`src/rtl/pam5_frame_decoder.sv`:
```
// PAM5 quartet receiver: demaps 4-lane symbols to bytes, tracks SSD/ESD framing, counts frames and errors.
// Optional descrambling is enabled by defining PAM5_RX_DESCRAMBLE_EN.
module pam5_frame_decoder (
  input  logic        clock,
  input  logic        reset,
  input  logic        io_sym_valid,
  input  logic [2:0]  io_A,
  input  logic [2:0]  io_B,
  input  logic [2:0]  io_C,
  input  logic [2:0]  io_D,
  output logic [7:0]  io_rx_data,
  output logic        io_rx_dv,
  output logic        io_rx_er,
  output logic        io_out_valid,
  output logic [15:0] io_frame_count,
  output logic [15:0] io_err_count
);

  typedef enum logic [1:0] {ST_IDLE, ST_SSD2, ST_DATA} state_t;

  localparam logic [2:0]  P2 = 3'b010;
  localparam logic [2:0]  M2 = 3'b110;
  localparam logic [11:0] Q_SSD1     = {P2, P2, P2, P2};
  localparam logic [11:0] Q_SSD2     = {P2, P2, P2, M2};
  localparam logic [11:0] Q_ESD2_1   = {P2, P2, M2, P2};
  localparam logic [11:0] Q_ESD2_2   = {P2, M2, P2, P2};
  localparam logic [11:0] Q_ESD2_ERR = {M2, P2, P2, P2};

  function automatic logic [1:0] demap(input logic [2:0] s);
    case (s)
      3'b111:  demap = 2'b01;
      3'b001:  demap = 2'b10;
      3'b010:  demap = 2'b11;
      default: demap = 2'b00;
    endcase
  endfunction

  function automatic logic lane_idle(input logic [2:0] s);
    lane_idle = (s == 3'b000) || (s == 3'b011) || (s == 3'b100) || (s == 3'b101);
  endfunction

  state_t      state_q, state_d;
  logic [7:0]  pend_q, pend_d;
  logic        pend_valid_q, pend_valid_d;
  logic [7:0]  rx_data_q, rx_data_d;
  logic        rx_dv_q, rx_dv_d;
  logic        rx_er_q, rx_er_d;
  logic        out_valid_q, out_valid_d;
  logic [15:0] frame_cnt_q, frame_cnt_d;
  logic [15:0] err_cnt_q, err_cnt_d;

  logic [11:0] quartet;
  logic [7:0]  sym_byte;
  logic [7:0]  pend_out;
  logic        is_idle;
  logic        pend_is_esd1;
  logic        frame_inc;
  logic        err_inc;

  assign quartet  = {io_A, io_B, io_C, io_D};
  assign sym_byte = {demap(io_A), demap(io_B), demap(io_C), demap(io_D)};
  assign is_idle  = lane_idle(io_A) | lane_idle(io_B) | lane_idle(io_C) | lane_idle(io_D);
  // pend only ever holds non-idle quartets, so 8'hFF uniquely means all lanes +2 (ESD1)
  assign pend_is_esd1 = pend_valid_q && (pend_q == 8'hFF);

`ifdef PAM5_RX_DESCRAMBLE_EN
  logic [32:0] lfsr_q, lfsr_d;
  logic [7:0]  pend_scr_q, pend_scr_d;
  assign pend_out = pend_q ^ pend_scr_q;
`else
  assign pend_out = pend_q;
`endif

  always_comb begin
    state_d      = state_q;
    pend_d       = pend_q;
    pend_valid_d = pend_valid_q;
    rx_data_d    = rx_data_q;
    rx_dv_d      = rx_dv_q;
    rx_er_d      = rx_er_q;
    out_valid_d  = 1'b0;
    frame_inc    = 1'b0;
    err_inc      = 1'b0;
`ifdef PAM5_RX_DESCRAMBLE_EN
    lfsr_d       = lfsr_q;
    pend_scr_d   = pend_scr_q;
`endif
    if (io_sym_valid) begin
      out_valid_d = 1'b1;
      rx_data_d   = 8'h00;
      rx_dv_d     = 1'b0;
      rx_er_d     = 1'b0;
`ifdef PAM5_RX_DESCRAMBLE_EN
      lfsr_d      = {lfsr_q[31:0], lfsr_q[32] ^ lfsr_q[12]};
`endif
      case (state_q)
        ST_IDLE: begin
          if (quartet == Q_SSD1) state_d = ST_SSD2;
        end
        ST_SSD2: begin
          if (quartet == Q_SSD2) begin
            state_d      = ST_DATA;
            pend_valid_d = 1'b0;
          end else begin
            state_d   = ST_IDLE;
            rx_er_d   = 1'b1;
            rx_data_d = 8'h0E;
            err_inc   = 1'b1;
          end
        end
        ST_DATA: begin
          if (pend_is_esd1 && (quartet == Q_SSD2 || quartet == Q_ESD2_1 ||
                               quartet == Q_ESD2_2)) begin
            state_d      = ST_IDLE;
            pend_valid_d = 1'b0;
            frame_inc    = 1'b1;
          end else if (pend_is_esd1 && quartet == Q_ESD2_ERR) begin
            state_d      = ST_IDLE;
            pend_valid_d = 1'b0;
            rx_er_d      = 1'b1;
            rx_data_d    = 8'h1F;
            err_inc      = 1'b1;
          end else if (is_idle) begin
            state_d      = ST_IDLE;
            pend_valid_d = 1'b0;
            rx_er_d      = 1'b1;
            err_inc      = 1'b1;
            rx_dv_d      = pend_valid_q;
            rx_data_d    = pend_valid_q ? pend_out : 8'h0E;
          end else begin
            rx_dv_d      = pend_valid_q;
            rx_data_d    = pend_valid_q ? pend_out : 8'h00;
            pend_d       = sym_byte;
            pend_valid_d = 1'b1;
`ifdef PAM5_RX_DESCRAMBLE_EN
            pend_scr_d   = lfsr_q[7:0];
`endif
          end
        end
        default: state_d = ST_IDLE;
      endcase
    end
    frame_cnt_d = (frame_inc && frame_cnt_q != 16'hFFFF) ? frame_cnt_q + 16'd1 : frame_cnt_q;
    err_cnt_d   = (err_inc && err_cnt_q != 16'hFFFF) ? err_cnt_q + 16'd1 : err_cnt_q;
  end

  always_ff @(posedge clock or posedge reset) begin
    if (reset) begin
      state_q      <= ST_IDLE;
      pend_q       <= 8'h00;
      pend_valid_q <= 1'b0;
      rx_data_q    <= 8'h00;
      rx_dv_q      <= 1'b0;
      rx_er_q      <= 1'b0;
      out_valid_q  <= 1'b0;
      frame_cnt_q  <= 16'h0000;
      err_cnt_q    <= 16'h0000;
`ifdef PAM5_RX_DESCRAMBLE_EN
      lfsr_q       <= 33'h1;
      pend_scr_q   <= 8'h00;
`endif
    end else begin
      state_q      <= state_d;
      pend_q       <= pend_d;
      pend_valid_q <= pend_valid_d;
      rx_data_q    <= rx_data_d;
      rx_dv_q      <= rx_dv_d;
      rx_er_q      <= rx_er_d;
      out_valid_q  <= out_valid_d;
      frame_cnt_q  <= frame_cnt_d;
      err_cnt_q    <= err_cnt_d;
`ifdef PAM5_RX_DESCRAMBLE_EN
      lfsr_q       <= lfsr_d;
      pend_scr_q   <= pend_scr_d;
`endif
    end
  end

  assign io_rx_data     = rx_data_q;
  assign io_rx_dv       = rx_dv_q;
  assign io_rx_er       = rx_er_q;
  assign io_out_valid   = out_valid_q;
  assign io_frame_count = frame_cnt_q;
  assign io_err_count   = err_cnt_q;

endmodule

```
`config.mk`:
```
export PLATFORM = sky130hd
export DESIGN_NAME = pam5_frame_decoder
export DESIGN_NICKNAME = d
export VERILOG_FILES = /design/src/rtl/pam5_frame_decoder.sv
export SDC_FILE = /design/constraint.sdc
export NUM_CORES = 1
export LEC_CHECK = 0
export BUFFER_PORTS_ARGS = -buffer_cell sky130_fd_sc_hd__buf_2
export CORE_ASPECT_RATIO = 0.7
export CORE_MARGIN = 1.5
export CORE_UTILIZATION = 30
export DETAILED_ROUTE_END_ITERATION = 8
export SYNTH_ARGS = -nofsm -noshare
export SYNTH_HDL_FRONTEND = slang
export SYNTH_SLANG_ARGS = --single-unit
```
`constraint.sdc`:
```
create_clock -name clock -period 4.2 [get_ports clock]
set_clock_uncertainty 0.1 [all_clocks]
set_input_delay 0.63 -clock clock [delete_from_list [all_inputs] [get_ports clock]]
set_output_delay 0.63 -clock clock [all_outputs]
set_load 0.02 [all_outputs]
```
==> metrics.txt, run 1 <==
# TYPE chip_impl_metric gauge
chip_impl_info{name="outcome",value="finished, final reports clean"} 1
chip_impl_metric{name="synth-adder-area-share",unit=""} 0.0216
chip_impl_metric{name="clk_pin_slew_worst_paths",unit="ps"} 70
chip_impl_info{name="synth_area_leaders",value="sky130_fd_sc_hd__dfrtp_1, sky130_fd_sc_hd__xnor2_1, sky130_fd_sc_hd__nand2_1"} 1
chip_impl_metric{name="power.ir.vdd_worst",unit="mV"} 0.247
chip_impl_info{name="yosysTopAreaCell",value="sky130_fd_sc_hd__dfrtp_1"} 1
chip_impl_metric{name="timing_worst_slew_pin_value",unit="ps"} 601
chip_impl_metric{name="finalMaxSlewViolations",unit=""} 0
chip_impl_metric{name="final_antenna_net_count",unit=""} 0
chip_impl_metric{name="cts_made_buffers",unit=""} 5
chip_impl_metric{name="power.static_leakage",unit="nW"} 1.66
chip_impl_metric{name="finalSetupViolations",unit=""} 0
chip_impl_info{name="cp-end-kind",value="flip-flop"} 1
chip_impl_info{name="setup.worst_path.class",value="input pin to flip-flop"} 1
chip_impl_metric{name="antenna-diode-count",unit=""} 0
chip_impl_metric{name="gpl.final_weighted_congestion",unit=""} 0.843
chip_impl_metric{name="clk-insertion-delay-late",unit="ps"} 290
chip_impl_metric{name="h_tree_level_count",unit=""} 2
chip_impl_metric{name="rows",unit=""} 29
chip_impl_metric{name="cts_hold_buffers",unit=""} 0
chip_impl_metric{name="synthesis.instances",unit=""} 279
chip_impl_metric{name="final_nets",unit=""} 354
chip_impl_metric{name="synth_mux_area_frac",unit=""} 0.0233
chip_impl_metric{name="yosys.cell_types.count",unit=""} 48
chip_impl_metric{name="layout_worst_path_cycle_share",unit=""} 0.623
chip_impl_metric{name="start_util",unit=""} 0.315
chip_impl_metric{name="post_route_cells_drive_above_1_share",unit=""} 0.245
chip_impl_info{name="cts-root-buf",value="sky130_fd_sc_hd__clkbuf_16"} 1
chip_impl_metric{name="critical_path_fanout_max",unit=""} 17
chip_impl_metric{name="post_synth_instance_area",unit="um2"} 2900
chip_impl_metric{name="maxCapViolations",unit=""} 0
chip_impl_metric{name="ys_seq_elements",unit=""} 54
chip_impl_metric{name="synth_xor_area_frac",unit=""} 0.118
chip_impl_metric{name="standard_cell_core_area",unit="um2"} 9220
chip_impl_info{name="most-common-layout-cells",value="sky130_fd_sc_hd__buf_2, sky130_fd_sc_hd__dfrtp_1, sky130_fd_sc_hd__nand2_1"} 1
chip_impl_metric{name="first_global_vias",unit=""} 2144
chip_impl_metric{name="hold_viol_final",unit=""} 0
chip_impl_info{name="layout.cells.most_common",value="sky130_fd_sc_hd__buf_2"} 1
chip_impl_metric{name="synth-simple-area-share",unit=""} 0.208
chip_impl_info{name="ys.flop_type",value="sky130_fd_sc_hd__dfrtp_1"} 1
chip_impl_metric{name="cts_repair_resize_count",unit=""} 0
chip_impl_metric{name="detail_route.iter0.violations",unit=""} 101
chip_impl_metric{name="power.total",unit="mW"} 1.04
chip_impl_metric{name="dp_hpwl",unit="mm"} 5.07
chip_impl_metric{name="antenna_found_initial",unit=""} 0
chip_impl_info{name="setup_repair_after_global_routing_missed_its_margin",value="false"} 1
chip_impl_metric{name="timing.critical_path.required",unit="ps"} 4270
chip_impl_metric{name="drt-wirelength-per-cell",unit="um"} 14.5
chip_impl_info{name="launching_element_of_the_worst_setup_path",value="io_A[0]"} 1
chip_impl_metric{name="synth.yosys.warnings",unit=""} 0
chip_impl_metric{name="port_buffers",unit=""} 57
chip_impl_metric{name="timing.final.crit_period",unit="ps"} 2620
chip_impl_metric{name="synth_compound_gate_area_share",unit=""} 0.133
chip_impl_metric{name="cts_setup_buffers",unit=""} 0
chip_impl_metric{name="cts-root-to-sink-buffers",unit=""} 2
chip_impl_metric{name="drc",unit=""} 0
chip_impl_metric{name="syn_to_final_growth",unit="%"} 19.7
chip_impl_info{name="start_kind",value="input pin"} 1
chip_impl_metric{name="tns",unit="ps"} 0
chip_impl_metric{name="drt_wl_total",unit="mm"} 6.64
chip_impl_metric{name="routed_vias",unit=""} 2256
chip_impl_info{name="dominant_combinational_cell_family_by_area_after_synthesis",value="simple AND/OR/NAND/NOR gates"} 1
chip_impl_metric{name="synth.top_cell.area_share",unit=""} 0.466
chip_impl_metric{name="routed_via_density",unit=""} 4.92
chip_impl_metric{name="clkSinkCount",unit=""} 54
chip_impl_metric{name="grt_util_all_layers",unit=""} 0.132
chip_impl_metric{name="yosysSeqAreaShare",unit=""} 0.466
chip_impl_metric{name="maxClockFrequency",unit="MHz"} 382
chip_impl_info{name="worst_r2r_startpoint",value="pend_valid_q$_DFFE_PP0P_"} 1
chip_impl_metric{name="die_w",unit="um"} 121
chip_impl_metric{name="critical_path_arrival",unit="ps"} 2690
chip_impl_metric{name="synthesis.area_per_instance",unit="um2"} 10.4
chip_impl_info{name="min-delay-path-class",value="input pin to async pin"} 1
chip_impl_metric{name="slew-limit-headroom",unit=""} 0.596
chip_impl_metric{name="asyncSetResetFlopFracSynth",unit=""} 1.00
chip_impl_metric{name="die-area",unit="um2"} 10300
chip_impl_metric{name="floorplan.io_pins",unit=""} 58
chip_impl_metric{name="global_route_wire_length_before_repair",unit="mm"} 10.8
chip_impl_metric{name="synth-edff-count",unit=""} 0
chip_impl_metric{name="syn-num-nets",unit=""} 299
chip_impl_info{name="cts_tree",value="yes"} 1
chip_impl_metric{name="maximum_number_of_pins_on_one_net_before_global_route_repair",unit=""} 29
chip_impl_metric{name="power_density",unit="nW/um2"} 301
chip_impl_metric{name="timing.hold.ws",unit="ps"} 284
chip_impl_metric{name="firstDrtPassIters",unit=""} 4
chip_impl_metric{name="chipHeight",unit="um"} 85.3
chip_impl_metric{name="overflow",unit=""} 0
==> synth_stat cells, drive strengths merged (3+ instances only) <==
cell type,number
and2,4
nand2,38
buf,4
mux2,6
nor3,5
xnor2,31
o2111ai,7
o211ai,8
xor2,8
o31ai,4
o21ai,8
and3,11
nand3,11
and4,7
nor2b,5
o21a,3
a221o,3
nor2,8
nor4,3
clkbuf,7
inv,9
ha,5
nand4,7
dfrtp,54
==> flip-flops by register name (all words and copies together) (netlist names) <==
| signal | flops |
|---|---|
| io_err_count | 16 |
| io_frame_count | 16 |
| io_out_valid | 1 |
| io_rx_data | 8 |
| io_rx_dv | 1 |
| io_rx_er | 1 |
| pend_out | 8 |
| pend_valid_q | 1 |
| state_q | 2 |
==> stage by stage <==
stage | instance area (um2) | cells | setup WS (ps) | utilization
detailed placement | 3310 | 451 | 1270 | 0.359
global route | 3470 | 459 | 1370 | 0.377
floorplan | 2900 | 279 | 1670 | -
finish | 3470 | 459 | 1580 | 0.377
CTS | 3470 | 459 | 1570 | 0.377
global placement | 3310 | 451 | 1300 | 0.359
==> critical path, cell delays in order <==
cell                        delay (ps)
sky130_fd_sc_hd__buf_2             130
sky130_fd_sc_hd__or3b_4            430
sky130_fd_sc_hd__nor4_4            410
sky130_fd_sc_hd__nand3_4           170
sky130_fd_sc_hd__a21boi_4          450
sky130_fd_sc_hd__o2111ai_1         170
sky130_fd_sc_hd__mux2_2            300
==> worst paths after layout <==
path                                                 end  slack [ps]  depth (start not counted)
setup / recovery            io_err_count[14]$_DFFE_PP0P_        1580                          7
hold / removal              io_err_count[15]$_DFFE_PP0P_         280                          2
setup reg to reg            io_err_count[14]$_DFFE_PP0P_        1660                          6
hold reg to reg                io_rx_data[0]$_DFFE_PP0P_         390                          1
max in group asynchronous  io_frame_count[1]$_DFFE_PP0P_        2930                          3
min in group clock             io_rx_data[0]$_DFFE_PP0P_         390                          1
==> cells by family (layout without fill, tap and decap cells) <==
family,count (synthesis),count (layout)
DFF,54,54
and+or+nand+nor,106,106
AOI/OAI and AO/OA,48,48
xor gates and xnor gates,39,39
buffers and inverters,21,77
muxes,6,6
adders and majority gates,5,5
==> layout make-up <==
class	count	area (um2)
fill	968	5740
multi-input combinational	204	1460
sequential	54	1350
timing repair buffer	59	300
tap	124	155
clock buffer	5	125
clock inverter	3	43.8
inverter	10	37.5
==> metal layers <==
| metal | wire length, um | part of all wire | track usage |
|---|---|---|---|
| met1 | 3550 | 0.53 | 0.200 |
| met2 | 2740 | 0.41 | 0.194 |
| met3 | 323 | 0.049 | 0.0316 |
| met4 | 31 | 0.0047 | 0.0193 |
| met5 | 0 | 0 | 0 |
==> power by group <==
part	total, mW	switching, mW	leakage, nW	internal (mW)
clock network	0.469	0.186	0.0842	0.283
logic	0.0551	0.0355	0.831	0.0195
registers	0.520	0.000186	0.747	0.520
No activity file was read; power rests on OpenSTA's default activity.
==> inputs of run 2 (changes only) <==
- clock period: 4.2 -> 2.4 ns (I/O delays scaled with it)
==> run 2 against run 1 <==
Compared with the run above: the flow now finishes with violations (negative hold slack); count of clock-buffer cells in the layout is 1 higher; power is 66% higher; sequential power is 75% higher; global-route usage is 0.53 points higher; combinational power is 94% higher; setup slack worse by 1400 ps; first-iteration DRC count is 45% higher; critical endpoint is now io_err_count[11]$_DFFE_PP0P_; highest routed layer unchanged.
==> metrics.txt, run 2 (synthesis results as in run 1) <==
# TYPE chip_impl_metric gauge
chip_impl_metric{name="maximum_number_of_pins_on_one_net_before_global_route_repair",unit=""} 33
chip_impl_info{name="setup_repair_after_global_routing_missed_its_margin",value="false"} 1
chip_impl_info{name="timing.critical_path.cells",value="inv_1 -> ha_1 -> and2_1 -> nand2_1 -> a21oi_2 -> a21boi_4 -> buf_4 -> o2111ai_1 -> xnor2_1"} 1
chip_impl_metric{name="floorplan.io_pins",unit=""} 58
chip_impl_metric{name="syn_to_final_growth",unit="%"} 24.3
chip_impl_metric{name="power_density",unit="nW/um2"} 481
chip_impl_metric{name="finalSetupViolations",unit=""} 0
chip_impl_metric{name="routed_vias",unit=""} 2293
chip_impl_metric{name="power.static_leakage",unit="nW"} 1.75
chip_impl_metric{name="standard_cell_core_area",unit="um2"} 9220
chip_impl_metric{name="start_util",unit=""} 0.315
chip_impl_metric{name="first_global_vias",unit=""} 2200
chip_impl_info{name="setup.worst_path.class",value="flip-flop to flip-flop"} 1
chip_impl_info{name="layout.cells.most_common",value="sky130_fd_sc_hd__buf_2"} 1
chip_impl_metric{name="crit_buf_inv",unit=""} 2
chip_impl_metric{name="cts_hold_buffers",unit=""} 0
chip_impl_metric{name="port_buffers",unit=""} 57
chip_impl_metric{name="finalMaxSlewViolations",unit=""} 0
chip_impl_metric{name="overflow",unit=""} 0
chip_impl_metric{name="clk_pin_slew_worst_paths",unit="ps"} 70
chip_impl_metric{name="cell_area_after_placement",unit="um2"} 3470
chip_impl_metric{name="dp_hpwl",unit="mm"} 5.09
chip_impl_metric{name="timing.hold.ws",unit="ps"} -5.73
chip_impl_metric{name="die_w",unit="um"} 121
chip_impl_metric{name="post_route_cells_drive_above_1_share",unit=""} 0.280
chip_impl_metric{name="cts_repair_resize_count",unit=""} 0
chip_impl_metric{name="slew-limit-headroom",unit=""} 0.655
chip_impl_metric{name="chipHeight",unit="um"} 85.3
chip_impl_metric{name="hold_viol_final",unit=""} 12
chip_impl_metric{name="grt_util_all_layers",unit=""} 0.137
chip_impl_metric{name="antenna_found_initial",unit=""} 0
chip_impl_metric{name="number_of_filler_cells_placed_in_the_layout",unit=""} 959
chip_impl_info{name="most-common-layout-cells",value="sky130_fd_sc_hd__buf_2, sky130_fd_sc_hd__dfrtp_1, sky130_fd_sc_hd__nand2_1"} 1
chip_impl_metric{name="critical_path_fanout_max",unit=""} 10
chip_impl_metric{name="cts_made_buffers",unit=""} 5
chip_impl_metric{name="routed_via_density",unit=""} 4.81
chip_impl_metric{name="finalCoreUtilization",unit=""} 0.392
chip_impl_metric{name="layout_worst_path_cycle_share",unit=""} 0.920
chip_impl_metric{name="multiInputGateArea",unit="um2"} 1460
chip_impl_metric{name="timing.final.crit_period",unit="ps"} 2210
chip_impl_metric{name="detail_route.iter0.violations",unit=""} 146
chip_impl_metric{name="critical-path-max-stage-delay",unit="ps"} 400
chip_impl_metric{name="power.ir.vdd_worst",unit="mV"} 0.262
chip_impl_info{name="slowest_stage",value="sky130_fd_sc_hd__dfrtp_1"} 1
chip_impl_info{name="cts-root-buf",value="sky130_fd_sc_hd__clkbuf_16"} 1
chip_impl_metric{name="maxClockFrequency",unit="MHz"} 453
chip_impl_info{name="outcome",value="finished with violations"} 1
chip_impl_metric{name="drt_wl_total",unit="mm"} 6.74
chip_impl_metric{name="critical_path_arrival",unit="ps"} 2280
chip_impl_info{name="min-delay-path-class",value="input pin to async pin"} 1
chip_impl_metric{name="final_nets",unit=""} 372
chip_impl_info{name="cpLargestDelayFamily",value="compound AO/OA/AOI/OAI gates"} 1
chip_impl_metric{name="final_design_area_no_fill",unit="um2"} 3610
chip_impl_metric{name="clk-insertion-delay-late",unit="ps"} 290
chip_impl_info{name="violations",value="negative hold slack"} 1
chip_impl_metric{name="cts-root-to-sink-buffers",unit=""} 2
chip_impl_metric{name="clkSinkCount",unit=""} 54
chip_impl_info{name="cts_tree",value="yes"} 1
chip_impl_metric{name="antenna-diode-count",unit=""} 0
chip_impl_metric{name="cts_setup_buffers",unit=""} 0
chip_impl_metric{name="die-area",unit="um2"} 10300
chip_impl_metric{name="rows",unit=""} 29
chip_impl_metric{name="maxCapViolations",unit=""} 0
chip_impl_metric{name="gpl.final_weighted_congestion",unit=""} 0.785
chip_impl_metric{name="firstDrtPassIters",unit=""} 4
chip_impl_metric{name="timing.critical_path.required",unit="ps"} 2480
chip_impl_metric{name="drt-wirelength-per-cell",unit="um"} 14.1
chip_impl_metric{name="h_tree_level_count",unit=""} 2
chip_impl_metric{name="final_antenna_net_count",unit=""} 0
chip_impl_metric{name="global_route_wire_length_before_repair",unit="mm"} 11.3
chip_impl_metric{name="timing_worst_slew_pin_value",unit="ps"} 516
chip_impl_metric{name="seq_area",unit="um2"} 1350
chip_impl_info{name="cp-end-kind",value="flip-flop"} 1
chip_impl_metric{name="drc",unit=""} 0
chip_impl_info{name="start_kind",value="flip-flop"} 1
-- run 2: layout make-up --
class / count / area share
clock buffers: 6 / 0.0357
inverters: 10 / 0.0104
repair buffers: 77 / 0.128
well taps: 124 / 0.0430
multi-input cells: 204 / 0.405
clock inverters: 2 / 0.00381
flip-flops and latches: 54 / 0.374
-- run 2: where the power goes --
group / leakage [nW] / internal [mW] / total, mW / switching (mW)
Sequential: 0.747 / 0.910 / 0.911 / 0.000448
Clock: 0.0708 / 0.388 / 0.717 / 0.329
Combinational: 0.932 / 0.0435 / 0.107 / 0.0637
Total: 1.75 / 1.34 / 1.74 / 0.393
-- run 2: per-stage QoR --
| stage | instances | hold WS, ps | power (mW) | setup WS, ps | setup TNS, ps |
|---|---|---|---|---|---|
| 2_1_floorplan | 279 | 291 | 0.991 | 137 | 0 |
| 3_3_place_gp | 469 | 321 | 1.04 | -7.60 | -8.79 |
| 3_5_place_dp | 469 | 328 | 1.04 | -30.1 | -68.3 |
| 4_1_cts | 477 | 15.8 | 1.76 | 194 | 0 |
| 5_1_grt | 477 | 46.5 | 1.79 | 31.0 | 0 |
| 6_report | 477 | -5.73 | 1.74 | 192 | 0 |
-- run 2: worst paths after layout --
check / cells past startpoint / start / slack, ps / to
max: 9 / state_q[0]$_DFFE_PP0P_ / 190 / io_err_count[11]$_DFFE_PP0P_
min: 2 / reset / -6 / io_frame_count[7]$_DFFE_PP0P_
max reg2reg: 9 / state_q[0]$_DFFE_PP0P_ / 190 / io_err_count[11]$_DFFE_PP0P_
min reg2reg: 1 / io_err_count[4]$_DFFE_PP0P_ / 380 / io_err_count[4]$_DFFE_PP0P_
max in group asynchronous: 3 / reset / 1660 / io_err_count[12]$_DFFE_PP0P_
min in group clock: 2 / io_A[2] / 260 / pend_out[7]$_DFFE_PP0P_
-- run 2: layer usage --
layer | wire length, um | GRT usage
met5 | 0 | 0
met4 | 44 | 0.0267
met3 | 360 | 0.0329
met2 | 2830 | 0.196
met1 | 3510 | 0.210
-- run 2: worst reg2reg max path: stages, from the launching register on --
cell	delay (ps)
sky130_fd_sc_hd__dfrtp_1	400
sky130_fd_sc_hd__inv_1	100
sky130_fd_sc_hd__ha_1	210
sky130_fd_sc_hd__and2_1	220
sky130_fd_sc_hd__nand2_1	90
sky130_fd_sc_hd__a21oi_2	120
sky130_fd_sc_hd__a21boi_4	350
sky130_fd_sc_hd__buf_4	210
sky130_fd_sc_hd__o2111ai_1	130
sky130_fd_sc_hd__xnor2_1	160
